$ cat src/rtl/sap_pkg.sv
// Shared constants, loader state encoding and the SAP-1 demo program image for sap_ram.
// The image is used at reset only when RAM_PRELOAD_EN is defined.
package sap_pkg;

  localparam int ADDR_W = 4;
  localparam int DATA_W = 8;
  localparam int DEPTH  = 2 ** ADDR_W;

  localparam logic [ADDR_W-1:0] LAST_ADDR = '1;

  localparam logic [3:0] LDA = 4'h0;
  localparam logic [3:0] ADD = 4'h1;
  localparam logic [3:0] SUB = 4'h2;
  localparam logic [3:0] OUT = 4'hE;
  localparam logic [3:0] HLT = 4'hF;

  typedef enum logic [1:0] {
    P_IDLE,
    P_FILL,
    P_DONE
  } load_state_t;

  typedef logic [DEPTH-1:0][DATA_W-1:0] image_t;

  // Demo program: A = mem[9] + mem[10], display it, halt.
  function automatic image_t build_preload();
    image_t img;
    img     = '0;
    img[0]  = {LDA, 4'h9};
    img[1]  = {ADD, 4'hA};
    img[2]  = {OUT, 4'h0};
    img[3]  = {HLT, 4'h0};
    img[9]  = 8'h05;
    img[10] = 8'h03;
    return img;
  endfunction

  localparam image_t PRELOAD_IMAGE = build_preload();

endpackage

$ cat src/rtl/sap_ram_loader.sv
// Sequential program loader for sap_ram: accepts 16 bytes over a valid/ready handshake
// and presents them as a write bundle that the top muxes ahead of run-mode writes.
module sap_ram_loader
  import sap_pkg::*;
(
  input  logic              i_clk,
  input  logic              i_rst_n,
  input  logic              i_prog_mode,
  input  logic              i_prog_valid,
  input  logic [DATA_W-1:0] i_prog_data,
  output logic              o_prog_ready,
  output logic              o_prog_done,
  output logic              o_wr_en,
  output logic [ADDR_W-1:0] o_wr_addr,
  output logic [DATA_W-1:0] o_wr_data
);

  load_state_t       r_state;
  load_state_t       w_state_next;
  logic [ADDR_W-1:0] r_ptr;
  logic [ADDR_W-1:0] w_ptr_next;
  logic              w_accept;

  assign w_accept = (r_state == P_FILL) && i_prog_mode && i_prog_valid;

  always_ff @(posedge i_clk or negedge i_rst_n) begin
    if (!i_rst_n) begin
      r_state <= P_IDLE;
      r_ptr   <= '0;
    end else begin
      r_state <= w_state_next;
      r_ptr   <= w_ptr_next;
    end
  end

  // Leaving program mode always rewinds, so a re-entered load starts again at word 0.
  always_comb begin
    w_state_next = r_state;
    w_ptr_next   = r_ptr;
    if (!i_prog_mode) begin
      w_state_next = P_IDLE;
      w_ptr_next   = '0;
    end else begin
      case (r_state)
        P_IDLE: begin
          w_state_next = P_FILL;
          w_ptr_next   = '0;
        end
        P_FILL: begin
          if (w_accept) begin
            if (r_ptr == LAST_ADDR) begin
              w_state_next = P_DONE;
            end else begin
              w_ptr_next = r_ptr + 1'b1;
            end
          end
        end
        P_DONE:  w_state_next = P_DONE;
        default: begin
          w_state_next = P_IDLE;
          w_ptr_next   = '0;
        end
      endcase
    end
  end

  always_comb begin
    o_prog_ready = (r_state == P_FILL);
    o_prog_done  = (r_state == P_DONE);
    o_wr_en      = w_accept;
    o_wr_addr    = r_ptr;
    o_wr_data    = i_prog_data;
  end

endmodule

$ cat src/rtl/sap_ram.sv
// SAP-1 16x8 program/data RAM with registered read port, run-mode writes and a built-in loader.
// Define RAM_PRELOAD_EN to reset the array to the demo program instead of all zeros.
module sap_ram
  import sap_pkg::*;
(
  input  logic              clk,
  input  logic              rst,
  input  logic              debug,
  input  logic [ADDR_W-1:0] address_in,
  input  logic              load_in,
  input  logic              enable_out,
  input  logic [DATA_W-1:0] bus_in,
  output logic [DATA_W-1:0] bus_out,
  input  logic              prog_mode,
  input  logic              prog_valid,
  input  logic [DATA_W-1:0] prog_data,
  output logic              prog_ready,
  output logic              prog_done
);

  logic [DATA_W-1:0] r_mem [DEPTH];
  logic [DATA_W-1:0] r_rd_q;

  logic              w_ld_we;
  logic [ADDR_W-1:0] w_ld_addr;
  logic [DATA_W-1:0] w_ld_data;
  logic              w_we;
  logic [ADDR_W-1:0] w_waddr;
  logic [DATA_W-1:0] w_wdata;
  logic              w_unused_debug;

  // Tracing hook only; it has no effect on the hardware.
  assign w_unused_debug = debug;

  sap_ram_loader u_loader (
    .i_clk        (clk),
    .i_rst_n      (rst),
    .i_prog_mode  (prog_mode),
    .i_prog_valid (prog_valid),
    .i_prog_data  (prog_data),
    .o_prog_ready (prog_ready),
    .o_prog_done  (prog_done),
    .o_wr_en      (w_ld_we),
    .o_wr_addr    (w_ld_addr),
    .o_wr_data    (w_ld_data)
  );

  assign w_we    = w_ld_we | (load_in & ~prog_mode);
  assign w_waddr = w_ld_we ? w_ld_addr : address_in;
  assign w_wdata = w_ld_we ? w_ld_data : bus_in;

  // Read is sampled from the pre-write array, giving read-before-write on a shared address.
  always_ff @(posedge clk or negedge rst) begin
    if (!rst) begin
      for (int i = 0; i < DEPTH; i++) begin
`ifdef RAM_PRELOAD_EN
        r_mem[i] <= PRELOAD_IMAGE[i];
`else
        r_mem[i] <= '0;
`endif
      end
      r_rd_q <= '0;
    end else begin
      r_rd_q <= r_mem[address_in];
      if (w_we) begin
        r_mem[w_waddr] <= w_wdata;
      end
    end
  end

  assign bus_out = (enable_out && !prog_mode) ? r_rd_q : '0;

endmodule

$ cat config.mk
export PLATFORM = sky130hd
export DESIGN_NAME = sap_ram
export DESIGN_NICKNAME = d
export VERILOG_FILES = /design/src/rtl/sap_pkg.sv /design/src/rtl/sap_ram_loader.sv /design/src/rtl/sap_ram.sv
export SDC_FILE = /design/constraint.sdc
export NUM_CORES = 1
export LEC_CHECK = 0
export CORE_MARGIN = 2
export CORE_UTILIZATION = 30
export CTS_BUF_LIST = sky130_fd_sc_hd__clkbuf_8 sky130_fd_sc_hd__clkbuf_16
export CTS_CLUSTER_SIZE = 30
export DETAILED_ROUTE_END_ITERATION = 10
export GPL_TIMING_DRIVEN = 0
export PLACE_DENSITY = 0.56
export SLEW_MARGIN = 20
export SYNTH_ARGS = -nofsm -noshare
export SYNTH_HDL_FRONTEND = slang
export SYNTH_SLANG_ARGS = --single-unit
export TNS_END_PERCENT = 20
$ cat constraint.sdc
create_clock -name clk -period 2.5 [get_ports clk]
set_input_delay 0.375 -clock clk [delete_from_list [all_inputs] [get_ports clk]]
set_output_delay 0.375 -clock clk [all_outputs]
set_load 0.02 [all_outputs]
==> out/qor.csv, run 1 <==
metric;value;unit
outcome;finished, final reports clean;
portBuffers;33;
timing_worst_setup_path_type;in2reg;
grt_pass1_wl;25.4;mm
clk_pin_slew;60;ps
syn_area_per_cell;14.7;sq um
cts_root_buffer;clkbuf_16;
finalClockSkew;8.03;ps
synth_compound_area_share;4.90;%
cts_setup_buffers;0;
drtAntennaViolNets;0;
setup_ws;55.1;ps
core;0.0225;sq mm
grt-ovfl-total;0;
synth-edff-count;0;
cts_made_buffers;17;
worst_ir_drop_vdd;0.453;mV
synth_top_cells_by_area;dfrtp_1 52%, mux2_2 22%, mux4_2 11%;
finalMaxSlewViolations;0;
die_area;0.0240;sq mm
syn_nets;496;
ys_seq_area_share;52.1;%
antenna_cells;0;
start_kind;input pin;
synthXorXnorAreaFrac;0;%
worst_hold_slack;442;ps
fillers;2090;
io_pins;37;
via_per_inst;5.00;
max_stage_delay;630;ps
yosys_warnings;0;
yosys_most_used_dff;dfrtp_1;
rsz0062_at_grt;yes;
final_util;36.3;%
postSynth.asyncResetShare;100;%
endpoint_kind;flip-flop;
vias;4079;
required;2780;ps
path_cells;clkdlybuf4s50_1, buf_2, buf_1, mux4_2, a22oi_1, nand2_1;
antenna_found_initial;0;
drv_cap;0;
drc;0;
synthAdderAreaFrac;0.734;%
clock-sinks;142;
synth_top_family_by_area;multiplexers;
synth_seq_cells;142;
track_usage;13.9;%
clockBufferDepth;2;
die_y;155;microns
place_area;0.00754;sq mm
layout_min_cycle_time;2440;ps
critPathSlowestCell;buf_1;
worst-path-max-fanout;10;
syn_inst;465;
power;7.59;mW
routed_wl;15.6;mm
floorplan.initialDensity;30.3;%
hold_class;in2async;
gp_congestion;0.833;
dp_hpwl;10.9;mm
synth.top_cell.area_share;52.1;%
drive_gt1_share;43.6;%
wl_per_cell;19.1;microns
hold_violations;0;
synth.largest_area_cell;dfrtp_1;
synthMuxAreaShare;34.0;%
slew_headroom;47.0;%
clk_latency;410;ps
crit_buf_inv;3;
synth_cell_types;42;
timing.fmax;409;MHz
setup_violations;0;
cts_tree;built;
first_global_vias;4498;
leakage;3.49;nW
die_x;155;microns
final_area;0.00817;sq mm
nets;550;
htreeDepth;4;
period_share;97.8;%
syn2layout_area_growth;19.8;%
path_delay_family;buffers and inverters;
dp_worst_setup_slack;-387;ps
drtPass1Iterations;5;
drtIter0Drc;232;
synth_area;0.00682;sq mm
grt_max_degree;100;
cp_data_arrival_time;2720;ps
max_slew.worst_pin.slew;795;ps
rows;55;
powerDensity;929;mW/mm^2
synthSimpleGateAreaFrac;6.02;%
-- power by group --
group	internal [mW]	leakage [nW]	switching (mW)	total, mW
registers	3.02	1.82	0.337	3.35
clock network	1.61	0.294	0.942	2.55
logic	1.00	1.39	0.681	1.68
total	5.63	3.49	1.96	7.59
-- kinds of logic after synthesis --
kind of cell | count (synthesis)
buffers and inverters | 34
multiplexers | 175
AND/OR/NAND/NOR | 72
AO/OA/AOI/OAI | 38
flip-flops | 142
adder cells (fa/ha/maj) | 4
-- cell usage in the layout (no fill, tap or decap), types with 3 or more instances in the layout --
master and count:
mux4_2 32, o22ai_4 4, o21ai_0 3, a22oi_1 16, a21oi_2 3, nand2_1 19, nand3_1 5, clkdlybuf4s50_1 32
nor3_1 4, buf_2 12, mux2_2 134, clkbuf_16 17, nand2b_1 4, nand3b_1 4, clkbuf_1 10, nor2_1 9
dfrtp_1 142, and2_1 10, ha_1 4, inv_1 8, mux2i_1 7, bufinv_16 3
-- worst register-to-register path, delay by kind of cell (launching register included) --
kind          cells  cell delay, ps
fa+ha+maj         1             330
buf+inv           2             340
flops             1             400
mux               2             590
simple gates      2             660
-- path summary, 6_finish.rpt --
path                                     start                     to  slack [ps]  depth (start not counted)
setup / recovery                 address_in[1]              r_rd_q[4]          60                          6
hold / removal                             rst  u_loader.o_wr_addr[0]         440                          2
setup reg to reg           u_loader.r_state[1]             r_mem[107]          60                          7
hold reg to reg                      r_mem[78]              r_mem[78]         480                          1
max in group asynchronous                  rst             r_mem[115]        1270                          3
min in group clk                     r_mem[78]              r_mem[78]         480                          1
-- layer usage --
metal,global-route usage (%),share of wire (%)
met4,4.59,1.7
met2,23.9,52
met1,17.4,44
met5,0,0
met3,3.00,2.0
-- cell usage after synthesis (all sizes together), types with 3 or more instances --
| master | number |
|---|---|
| inv | 6 |
| mux2i | 7 |
| a21oi | 4 |
| and2 | 10 |
| o22ai | 6 |
| buf | 17 |
| nor3 | 5 |
| nand2b | 4 |
| o21ai | 5 |
| nor2 | 13 |
| dfrtp | 142 |
| ha | 4 |
| mux2 | 136 |
| nand3 | 6 |
| mux4 | 32 |
| nand2 | 20 |
| clkbuf | 11 |
| a22oi | 16 |
| nor2b | 3 |
| nand3b | 4 |
-- flip-flops by register name (all words and copies together), names as in the netlist --
register,cells
u_loader.o_wr_addr,4
u_loader.r_state,2
r_mem,128
r_rd_q,8
-- per-stage QoR --
| step | instances | TNS (ps) |
|---|---|---|
| floorplan | 465 | 0 |
| global placement | 783 | -638720 |
| detailed placement | 784 | -20630 |
| CTS | 815 | -51.7 |
| global route | 815 | -2130 |
| finish | 815 | 0 |
-- repair_timing --
item | 4_1_cts | 5_1_grt
endpoints found under the setup margin | 18 | 42
hold buffers | 1 | 0
pin swaps | 0 | 0
endpoints found under the hold margin | 43 | 0
resized for setup | 3 | 3
-- cell type report --
class                      instances  area [sq um]  area share (%)
sequential                       142          3550            43.5
clock buffer                      19           453            5.54
buffer                            28           130            1.59
clock inverter                    11           144            1.76
inverter                           6          22.5           0.276
tap                              285           357            4.37
timing repair buffer              35           373            4.56
multi-input combinational        289          3140            38.4
Note: power is estimated with default switching activity, not from simulation.
==> run 2: changes to the inputs <==
SLEW_MARGIN = not set   (was 20)
==> run 2 against run 1 <==
Net effect:
- the flow now finishes with violations (setup timing)
- combinational power hardly changed
- highest routed layer unchanged
- total power is 0.62% lower
- worst hold slack better by 7.5 ps
- clock skew is 1.5 ps higher
==> out/qor.csv, run 2 (synthesized netlist as in run 1, its figures left out) <==
metric;value;unit
dp_cells;784;
max_slew.worst_pin.slew;793;ps
path_cells;inv_1, ha_1, nand2_1, o32ai_1, nand2_1, mux2_2;
hold_class;in2async;
floorplan.initialDensity;30.3;%
final_common_cell;dfrtp_1;
track_usage;14.0;%
powerDensity;924;mW/mm^2
cp_data_arrival_time;2810;ps
layout_common_cells;142 x dfrtp_1, 134 x mux2_2, 32 x mux4_2, 30 x clkdlybuf4s50_1, 19 x nand2_1;
htreeDepth;4;
endpoint_kind;flip-flop;
power;7.54;mW
clk_latency;420;ps
gr-max-usage-layer;met2;
grtUsageMet2;23.9;%
fillers;2095;
largest_register_ffs;128;
cts_made_buffers;17;
worst-path-max-fanout;8;
grt_pass1_wl;25.6;mm
period_share;100;%
drive_gt1_share;43.8;%
critPathSlowestCell;o32ai_1;
start_kind;flip-flop;
syn2layout_area_growth;19.7;%
largest_register;r_mem;
required;2800;ps
timing_worst_setup_path_type;reg2reg;
drc;0;
grt_use_met1;17.5;%
gp_congestion;0.833;
hold_violations;0;
final_cells;817;
rsz0062_at_grt;yes;
finalClockSkew;9.53;ps
seqCellArea;0.00355;sq mm
violations;setup timing;
finalMaxSlewViolations;0;
slew_headroom;47.2;%
grt-ovfl-total;0;
timing.fmax;398;MHz
final_util;36.3;%
portBuffers;33;
clockBufferDepth;2;
place_area;0.00754;sq mm
wl_per_cell;19.2;microns
antenna_cells;0;
multiInputGateArea;0.00314;sq mm
nets;550;
vias;4116;
worst_ir_drop_vdd;0.471;mV
rows;55;
drv_cap;0;
clk_pin_slew;70;ps
met3_usage;2.63;%
routed_wl;15.7;mm
clock-sinks;142;
die_area;0.0240;sq mm
cts_tree;built;
die_x;155;microns
outcome;complete, but fails checks;
die_y;155;microns
leakage;3.51;nW
drtPass1Iterations;4;
core;0.0225;sq mm
final_area;0.00816;sq mm
dp_hpwl;11.0;mm
drtAntennaViolNets;0;
path_common_cell;nand2_1;
drtIter0Drc;200;
setup_ws;-11.2;ps
via_per_inst;5.04;
antenna_found_initial;0;
max_stage_delay;550;ps
setup_violations;15;
grt_max_degree;100;
io_pins;37;
first_global_vias;4613;
layout_min_cycle_time;2510;ps
worst_hold_slack;449;ps
cts_root_buffer;clkbuf_16;
[run 2: metrics by stage]
step / TNS [ps] / worst slack, ps
after global placement: -638720 / -4380
after floorplan: 0 / 337
after detailed placement: -21600 / -393
after global routing: -2250 / -91.0
after CTS: -37.9 / -10.5
final: -96.8 / -11.2
[run 2: path summary, 6_finish.rpt]
check	slack, ps	depth (start not counted)	from	to
worst max-delay path	-10	6	u_loader.r_state[1]	r_mem[20]
worst min-delay path	450	2	rst	u_loader.o_wr_addr[0]
worst max register to register	-10	6	u_loader.r_state[1]	r_mem[20]
worst min register to register	490	1	r_mem[78]	r_mem[78]
max in group asynchronous	1230	3	rst	r_mem[35]
min in group clk	490	1	r_mem[78]	r_mem[78]
[run 2: timing repair]
| item | in CTS | in global routing |
|---|---|---|
| endpoints found under the setup margin | 17 | 58 |
| buffers inserted | 0 | 0 |
| hold endpoints to repair | 43 | 0 |
| resized for setup | 2 | 5 |
| hold buffers | 1 | 0 |
[run 2: power by group]
group | total, mW | switching (mW) | internal, mW
Combinational | 1.69 | 0.686 | 1.00
Sequential | 3.35 | 0.334 | 3.02
Clock | 2.50 | 0.980 | 1.52
[run 2: area by class of cell]
cell class,instances,share of cell area [%]
Timing Repair Buffer,35,4.58
Buffer,28,1.58
Inverter,6,0.276
Multi-Input combinational cell,289,38.4
Clock buffer,19,5.55
Sequential cell,142,43.5
Tap cell,285,4.37
Clock inverter,13,1.70
[run 2: critical path, delay by kind of cell (launching register included)]
| family | cells | cell delay, ps |
|---|---|---|
| mux | 1 | 400 |
| compound gates | 1 | 550 |
| simple gates | 2 | 630 |
| fa+ha+maj | 1 | 330 |
| flops | 1 | 400 |
| buf+inv | 1 | 80 |
[run 2: metal layers]
layer	wire [microns]	part of all wire [%]	up-vias
met4	401	2.6	0
met2	8040	51	69
li1	-	-	1841
met3	382	2.4	25
met1	6880	44	2181
met5	0	0	-
==> run 3: changes to the inputs <==
GPL_TIMING_DRIVEN = 1   (was 0)
==> run 3 against run 2 <==
Net effect:
- the run now ends clean
- first-iteration DRC count increased by 22%
- critical path depth decreased by 3
- clock skew decreased by 3.0 ps
- die area unchanged
- combinational power about the same
- setup slack improved by 230 ps
- sequential share of layout area decreased by 0.81 points
- wire length decreased by 1.4%
- register-to-register slack improved by 230 ps
- largest cell class unchanged
- largest power group unchanged
==> out/qor.csv, run 3 (synthesized netlist as in run 1, its figures left out) <==
metric;value;unit
die_y;155;microns
worstHoldPathCells;3;
dp_worst_setup_slack;-56.0;ps
start_kind;flip-flop;
clk_pin_slew;60;ps
startpoint;u_loader.r_state[1];
timing.setup.tns;0;ps
core;0.0225;sq mm
htreeDepth;4;
powerDensity;928;mW/mm^2
final_util;37.0;%
hold_path.startpoint;prog_mode;
drv_cap;0;
timing.fmax;438;MHz
crit_buf_inv;2;
vias;4112;
path_delay_family;buffers and inverters;
final_common_cell;dfrtp_1;
dp_hpwl;10.5;mm
max_stage_delay;670;ps
setup_violations;0;
drtIter0Drc;243;
io_pins;37;
finalClockSkew;6.56;ps
rows;55;
first_global_vias;4648;
portBuffers;35;
required;2120;ps
grt_pass1_wl;25.2;mm
grt_max_degree;54;
worst-path-max-fanout;7;
routed_wl;15.5;mm
die_area;0.0240;sq mm
leakage;3.57;nW
largest_register;r_mem;
finalMaxSlewViolations;0;
hold_class;in2reg;
clock-sinks;142;
layout_min_cycle_time;2280;ps
drive_gt1_share;46.2;%
slew_headroom;62.9;%
antenna_cells;0;
reg2reg_setup_slack;220;ps
track_usage;13.8;%
floorplan.initialDensity;30.3;%
hold_violations;0;
syn2layout_area_growth;21.9;%
cp_data_arrival_time;1910;ps
cts_tree;built;
cts_root_buffer;clkbuf_16;
grt-ovfl-total;0;
fillers;2083;
antenna_found_initial;0;
endpoint_kind;primary output;
grtUsageMet2;25.0;%
cts_setup_buffers;0;
clockBufferDepth;2;
hold_end;u_loader.o_wr_addr[0];
wl_per_cell;18.9;microns
gp_congestion;0.790;
critPathSlowestCell;clkdlybuf4s50_1;
max_slew.worst_pin.slew;557;ps
gr-max-usage-layer;met2;
drtAntennaViolNets;0;
reg2reg_from;u_loader.r_state[1];
setup_ws;215;ps
nets;551;
drc;0;
grt_use_met1;16.0;%
timing_worst_setup_path_type;reg2out;
rr_endpoint;r_mem[35];
rsz0062_at_grt;no;
layout_common_cells;142 x dfrtp_1, 134 x mux2_2, 32 x mux4_2, 31 x clkdlybuf4s50_1, 22 x buf_4;
via_per_inst;5.03;
path_cells;inv_1, ha_1, clkdlybuf4s50_1;
largest_register_ffs;128;
worst_ir_drop_vdd;0.421;mV
outcome;finished, final reports clean;
reg2reg_depth;7;
period_share;91.4;%
cts_made_buffers;17;
drtPass1Iterations;4;
clk_latency;420;ps
met3_usage;2.69;%
die_x;155;microns
-- run 3: changes by cell type in the layout (fill, tap and decap cells not counted), sizes merged --
| cell | change |
|---|---|
| bufinv | +2 |
| dlymetal6s2s | -1 |
| clkdlybuf4s50 | +1 |
| clkbuf | -12 |
| clkinvlp | +1 |
| buf | +12 |
| inv | -2 |
-- run 3: through the flow --
step	instance area, sq um	instances	total power [mW]	hold WS, ps
floorplan	6820	465	4.55	79.4
global route	8320	818	8.10	492
CTS	8320	818	7.81	472
detailed placement	7680	785	5.11	357
finish	8320	818	7.72	416
global placement	7680	785	4.96	339
-- run 3: where the power goes --
part / switching, mW / internal (mW)
registers: 0.347 / 3.02
clock network: 0.980 / 1.69
logic: 0.675 / 1.01
total: 2.00 / 5.72
-- run 3: worst max path at each step --
stage	endpoint	slack (ps)	cells after the start
final	prog_ready	220	3
after global routing	prog_done	90	3
after CTS	bus_out[3]	40	5
after detailed placement	r_mem[35]	-60	6
after global placement	r_mem[36]	5	6
after floorplan	r_mem[40]	340	6
-- run 3: final cells by class --
cell class	count	area [sq um]	area share (%)
clock buffer	18	439	5.28
multi-input combinational	289	3120	37.5
timing repair buffer	64	639	7.69
clock inverter	14	190	2.29
sequential	142	3550	42.7
inverter	6	22.5	0.271
tap	285	357	4.29
-- run 3: layer usage --
layer	up-vias	part of all wire [%]
met5	-	0
met4	0	1.9
met3	20	2.7
met2	68	53
met1	2178	42
li1	1846	-
-- run 3: tightest hold or removal path, delay by kind of cell --
family | cells | cell delay [ps]
buf+inv | 1 | 230
simple gates | 1 | 90
compound gates | 1 | 90
-- run 3: timing repair --
item                       CTS  global route
gates resized for setup      0             1
setup endpoints to repair    0             8
hold buffers                 1             0
hold endpoints to repair    48             0
